File: src/rtl/shifter_pkg.sv
// Shared opcode encodings and the per-stage control payload for the pipelined barrel shifter.
package shifter_pkg;

    localparam int OP_W = 3;

    localparam logic [OP_W-1:0] OP_SRA  = 3'b000;
    localparam logic [OP_W-1:0] OP_SRL  = 3'b001;
    localparam logic [OP_W-1:0] OP_SLL  = 3'b010;
    localparam logic [OP_W-1:0] OP_SLLA = 3'b011;
    localparam logic [OP_W-1:0] OP_ROR  = 3'b100;
    localparam logic [OP_W-1:0] OP_ROL  = 3'b101;

    // Width-independent part of the stage payload; data and rem_b travel beside it.
    typedef struct packed {
        logic            valid;
        logic [OP_W-1:0] op;
        logic            sign;
        logic            carry;
    } stage_ctrl_t;

endpackage

File: src/rtl/shift_stage.sv
// One pipeline stage: conditionally shift/rotate by STEP under control of b bit log2(STEP), then register.
module shift_stage
    import shifter_pkg::*;
#(
    parameter int WIDTH = 32,
    parameter int SHW   = $clog2(WIDTH),
    parameter int STEP  = 1
) (
    input  logic              i_clk,
    input  logic              i_rst_n,
    input  logic              i_en,
    input  stage_ctrl_t       i_ctrl,
    input  logic [WIDTH-1:0]  i_data,
    input  logic [SHW-1:0]    i_rem_b,
    output stage_ctrl_t       o_ctrl,
    output logic [WIDTH-1:0]  o_data,
    output logic [SHW-1:0]    o_rem_b
);

    localparam int               IDX       = $clog2(STEP);
    localparam logic [WIDTH-1:0] SIGN_FILL = ~({WIDTH{1'b1}} >> STEP);

    stage_ctrl_t      w_ctrl;
    logic [WIDTH-1:0] w_data;

    stage_ctrl_t      r_ctrl;
    logic [WIDTH-1:0] r_data;
    logic [SHW-1:0]   r_rem_b;

    // Carry is the last bit to leave the word, so it only moves in stages that actually shift.
    always_comb begin
        w_ctrl = i_ctrl;
        w_data = i_data;
        if (i_rem_b[IDX]) begin
            case (i_ctrl.op)
                OP_SRA: begin
                    w_data       = (i_data >> STEP) | ({WIDTH{i_ctrl.sign}} & SIGN_FILL);
                    w_ctrl.carry = i_data[STEP-1];
                end
                OP_SRL: begin
                    w_data       = i_data >> STEP;
                    w_ctrl.carry = i_data[STEP-1];
                end
                OP_SLL, OP_SLLA: begin
                    w_data       = i_data << STEP;
                    w_ctrl.carry = i_data[WIDTH-STEP];
                end
                OP_ROR: begin
                    w_data       = (i_data >> STEP) | (i_data << (WIDTH - STEP));
                    w_ctrl.carry = 1'b0;
                end
                OP_ROL: begin
                    w_data       = (i_data << STEP) | (i_data >> (WIDTH - STEP));
                    w_ctrl.carry = 1'b0;
                end
                default: ;
            endcase
        end
    end

    always_ff @(posedge i_clk or negedge i_rst_n) begin
        if (!i_rst_n) begin
            r_ctrl  <= '0;
            r_data  <= '0;
            r_rem_b <= '0;
        end else if (i_en) begin
            r_ctrl  <= w_ctrl;
            r_data  <= w_data;
            r_rem_b <= i_rem_b;
        end
    end

    assign o_ctrl  = r_ctrl;
    assign o_data  = r_data;
    assign o_rem_b = r_rem_b;

endmodule

File: src/rtl/barrel_shifter_pipe.sv
// Fully pipelined barrel shifter (one log2 step per stage) with a global valid/ready stall.
module barrel_shifter_pipe
    import shifter_pkg::*;
#(
    parameter int WIDTH = 32,
    parameter int SHW   = $clog2(WIDTH),
    parameter int OPW   = OP_W
) (
    input  logic              i_clk,
    input  logic              i_rst_n,
    input  logic              i_in_valid,
    output logic              o_in_ready,
    input  logic [WIDTH-1:0]  i_a,
    input  logic [SHW-1:0]    i_b,
    input  logic [OPW-1:0]    i_aluc,
    output logic              o_out_valid,
    input  logic              i_out_ready,
    output logic [WIDTH-1:0]  o_c,
    output logic              o_carry,
    output logic              o_zero
);

    stage_ctrl_t      w_ctrl  [SHW+1];
    logic [WIDTH-1:0] w_data  [SHW+1];
    logic [SHW-1:0]   w_rem_b [SHW+1];
    logic             w_advance;

    // The whole pipe moves as one; bubbles are carried, never squeezed out.
    assign w_advance  = !w_ctrl[SHW].valid || i_out_ready;
    assign o_in_ready = w_advance;

    assign w_ctrl[0]  = '{valid: i_in_valid, op: i_aluc, sign: i_a[WIDTH-1], carry: 1'b0};
    assign w_data[0]  = i_a;
    assign w_rem_b[0] = i_b;

    for (genvar k = 0; k < SHW; k++) begin : g_stage
        shift_stage #(
            .WIDTH (WIDTH),
            .SHW   (SHW),
            .STEP  (1 << k)
        ) u_stage (
            .i_clk   (i_clk),
            .i_rst_n (i_rst_n),
            .i_en    (w_advance),
            .i_ctrl  (w_ctrl[k]),
            .i_data  (w_data[k]),
            .i_rem_b (w_rem_b[k]),
            .o_ctrl  (w_ctrl[k+1]),
            .o_data  (w_data[k+1]),
            .o_rem_b (w_rem_b[k+1])
        );
    end

    assign o_out_valid = w_ctrl[SHW].valid;
    assign o_c         = w_data[SHW];
    assign o_carry     = w_ctrl[SHW].carry;
    // Qualified by valid so an empty pipe after reset does not flag zero.
    assign o_zero      = w_ctrl[SHW].valid && (w_data[SHW] == '0);

endmodule

File: config.mk
export PLATFORM = sky130hd
export DESIGN_NAME = barrel_shifter_pipe
export DESIGN_NICKNAME = d
export VERILOG_FILES = /design/src/rtl/shifter_pkg.sv /design/src/rtl/shift_stage.sv /design/src/rtl/barrel_shifter_pipe.sv
export SDC_FILE = /design/constraint.sdc
export NUM_CORES = 1
export LEC_CHECK = 0
export ABC_AREA = 1
export ABC_CLOCK_PERIOD_IN_PS = 2700
export CAP_MARGIN = 20
export CORE_MARGIN = 2
export CORE_UTILIZATION = 40
export CTS_BUF_LIST = sky130_fd_sc_hd__clkbuf_16
export DETAILED_ROUTE_END_ITERATION = 12
export SYNTH_ARGS = -nofsm -noshare
export SYNTH_HDL_FRONTEND = slang
export SYNTH_SLANG_ARGS = --single-unit
File: constraint.sdc
create_clock -name i_clk -period 2.7 [get_ports i_clk]
set_input_delay 0.54 -clock i_clk [delete_from_list [all_inputs] [get_ports i_clk]]
set_output_delay 0.54 -clock i_clk [all_outputs]
set_load 0.01 [all_outputs]
==> flow_summary.ini, run 1 <==
[setup_path]
crit_type = reg -> out
rr_endpoint = g_stage[4].u_stage.o_data[16]
worstReg2RegStart = g_stage[3].u_stage.o_ctrl[3]
cp.required_ps = 2160
crit_arrival_ps = 1920
reg2regPathDepth = 7
rrSetupSlack_ps = 690
crit_path_end_kind = output port
worstSetupStartpointType = flop
cp_max_fo = 3

[clocking]
cts_hold_buf = 0
cts_setup_buffers = 0
insertion_delay_ps = 430
clk_path_buf_depth = 2
clk_pin_slew_worst_paths_ps = 80
numClockSinks = 196
cts_tree = built
cts_buffers = 17
h-tree-depth = 4
post_cts_resized = 0
cts_root_buf = clkbuf_16

[floorplan]
chipHeight_um = 175
num_io_pins = 80
core_area_mm2 = 0.0287
die_w_um = 175
rows = 62
die_area_mm2 = 0.0305
initial_core_util_pct = 40.6

[run]
drv_cap = 0

[timing]
slew_headroom_pct = 47.8
finalCritPeriodShare_pct = 91.1
min_period_ps = 2460
fin_skew_ps = 12.7
setup-violations-final = 0
tns_ps = 0
tightestPinTransition_ps = 781
holdWs_ps = 98.2
slew_viol_final = 0
rsz0062_at_grt = false
hold_violations = 0
fmax_mhz = 407

[drt]
drc_errors = 0
drt_iter0_markers = 797
firstDrtPassIters = 5
wl_per_cell_um = 13.8
viasPerCell = 4.91
ant_nets = 0
totalWireLength_um = 31100
dr_total_vias = 11100

[placement]
gp_congestion = 0.873
port_buffers = 79
placed_cell_area_mm2 = 0.0127
dp_hpwl_um = 21700

[finish]
final_nets = 1908
drive_above_1_share_pct = 4.10
antennaDiodeCount = 0
fillCellCount = 3080
area_growth_pct = 14.3
finalInstanceArea_mm2 = 0.0133

[global_route]
gr-total-overflow = 0
grt_max_degree = 110
grt_pass1_vias = 10100
grtUsageTotal_pct = 20.7
antenna_found_initial = 0
grt_pass1_wl_um = 51800

[status]
outcome = complete, no violations

[power_and_ir_drop]
power.leakage_nw = 6.97
power.density_mw_per_mm2 = 1230
ir_drop_mv = 0.517
total_power_w = 0.0163

[logic_synthesis]
syn-cell-area_mm2 = 0.0116
synth.distinct_cells = 24
synth_cells = 1844
synth_seq_cells = 196
synth_area_leaders = dfrtp_1 (42%), nand2_1 (26%), nor2_1 (10%)
yosys_warnings = 0
ys_seq_area_share_pct = 42.1
avgSynthCellArea_um2 = 6.31
synth_nets = 1888
netlist.area_leader.share_pct = 42.1
yosys.area.top_type = dfrtp_1
synth_flop_cell = dfrtp_1
async_flop_share_pct = 100
synth-edff-count = 0

[hold_path]
hp-class = in -> async
## per-layer routing
layer / GRT usage [%] / share of wire [%] / vias to the layer above
li1: - / - / 5709
met1: 28.2 / 47 / 5090
met2: 35.2 / 48 / 264
met3: 2.13 / 3.4 / 37
met4: 5.97 / 1.8 / 0
met5: 0 / 0 / -
## cell usage after synthesis, types with 9 or more instances
| cell type | count |
|---|---|
| inv_2 | 9 |
| nand3_1 | 198 |
| o21ai_0 | 18 |
| dfrtp_1 | 196 |
| inv_1 | 113 |
| nand2_1 | 819 |
| a21oi_1 | 35 |
| a22oi_1 | 11 |
| o21ai_1 | 9 |
| buf_2 | 38 |
| clkbuf_1 | 47 |
| nor2_1 | 314 |
## cells by family (layout without fill, tap and decap cells)
kind of cell | Yosys count | count (layout) | synth area share (%)
buffers and inverters | 223 | 255 | 8.04
and+or+nand+nor | 1350 | 1350 | 46.3
DFF | 196 | 196 | 42.1
AOI/OAI and AO/OA | 75 | 75 | 3.52
## registers in the layout, summed over array words and instances (netlist names)
| name | flops |
|---|---|
| g_stage.u_stage.o_ctrl | 26 |
| g_stage.u_stage.o_data | 160 |
| g_stage.u_stage.o_rem_b | 10 |
## worst max-delay path by stage
| stage | slack (ps) | cells after the start | end | start |
|---|---|---|---|---|
| 5_1_grt | 150 | 6 | o_zero | g_stage[4].u_stage.o_data[8] |
| 2_1_floorplan | 1150 | 3 | o_in_ready | i_out_ready |
| 4_1_cts | 220 | 6 | o_zero | g_stage[4].u_stage.o_data[8] |
| 3_3_place_gp | 440 | 7 | g_stage[4].u_stage.o_data[20] | i_out_ready |
| 3_5_place_dp | 440 | 7 | g_stage[4].u_stage.o_data[31] | i_out_ready |
| 6_report | 240 | 6 | o_zero | g_stage[4].u_stage.o_data[8] |
## power by group
part | switching [W] | internal, W
registers | 0.00159 | 0.00434
clock network | 0.00114 | 0.00145
logic | 0.00489 | 0.00290
## critical path, cell delays in order, from the launching register on
cell	delay [ps]
dfrtp_1	400
nor2_1	110
nand3_1	70
nor2_1	170
nand3_1	100
nor2_1	100
clkdlybuf4s50_1	540
## area by class of cell
cell class / instances / area (µm²) / area share, %
clock inverter: 14 / 160 / 1.20
sequential: 196 / 4900 / 36.9
tap: 384 / 480 / 3.61
timing repair buffer: 101 / 1070 / 8.06
multi-input combinational: 1425 / 5800 / 43.6
inverter: 123 / 464 / 3.49
clock buffer: 17 / 425 / 3.20
## through the flow
| stage | setup slack, ps | utilization [%] | std cells |
|---|---|---|---|
| floorplan | 1150 | - | 1844 |
| global placement | 443 | 44.3 | 2229 |
| detailed placement | 442 | 44.3 | 2229 |
| CTS | 215 | 46.4 | 2260 |
| global route | 145 | 46.4 | 2260 |
| finish | 241 | 46.4 | 2260 |
## cell usage in the layout, fill, tap and decap left out, types with 11 or more instances in the layout
cell             netlist  final
a21oi_1               35     35
a22oi_1               11     11
buf_4                  3     13
clkbuf_16              0     17
clkdlybuf4s50_1        0     78
dfrtp_1              196    196
inv_1                113    115
nand2_1              819    819
nand3_1              198    198
nor2_1               314    314
o21ai_0               18     18
Power figures use the tool's default switching activity.
==> inputs of run 2 (changes only) <==
- SLEW_MARGIN: default -> 20
- TNS_END_PERCENT: default -> 50
==> results of run 2 <==
The final DEF is identical to that of run 1; final timing and power are the same.
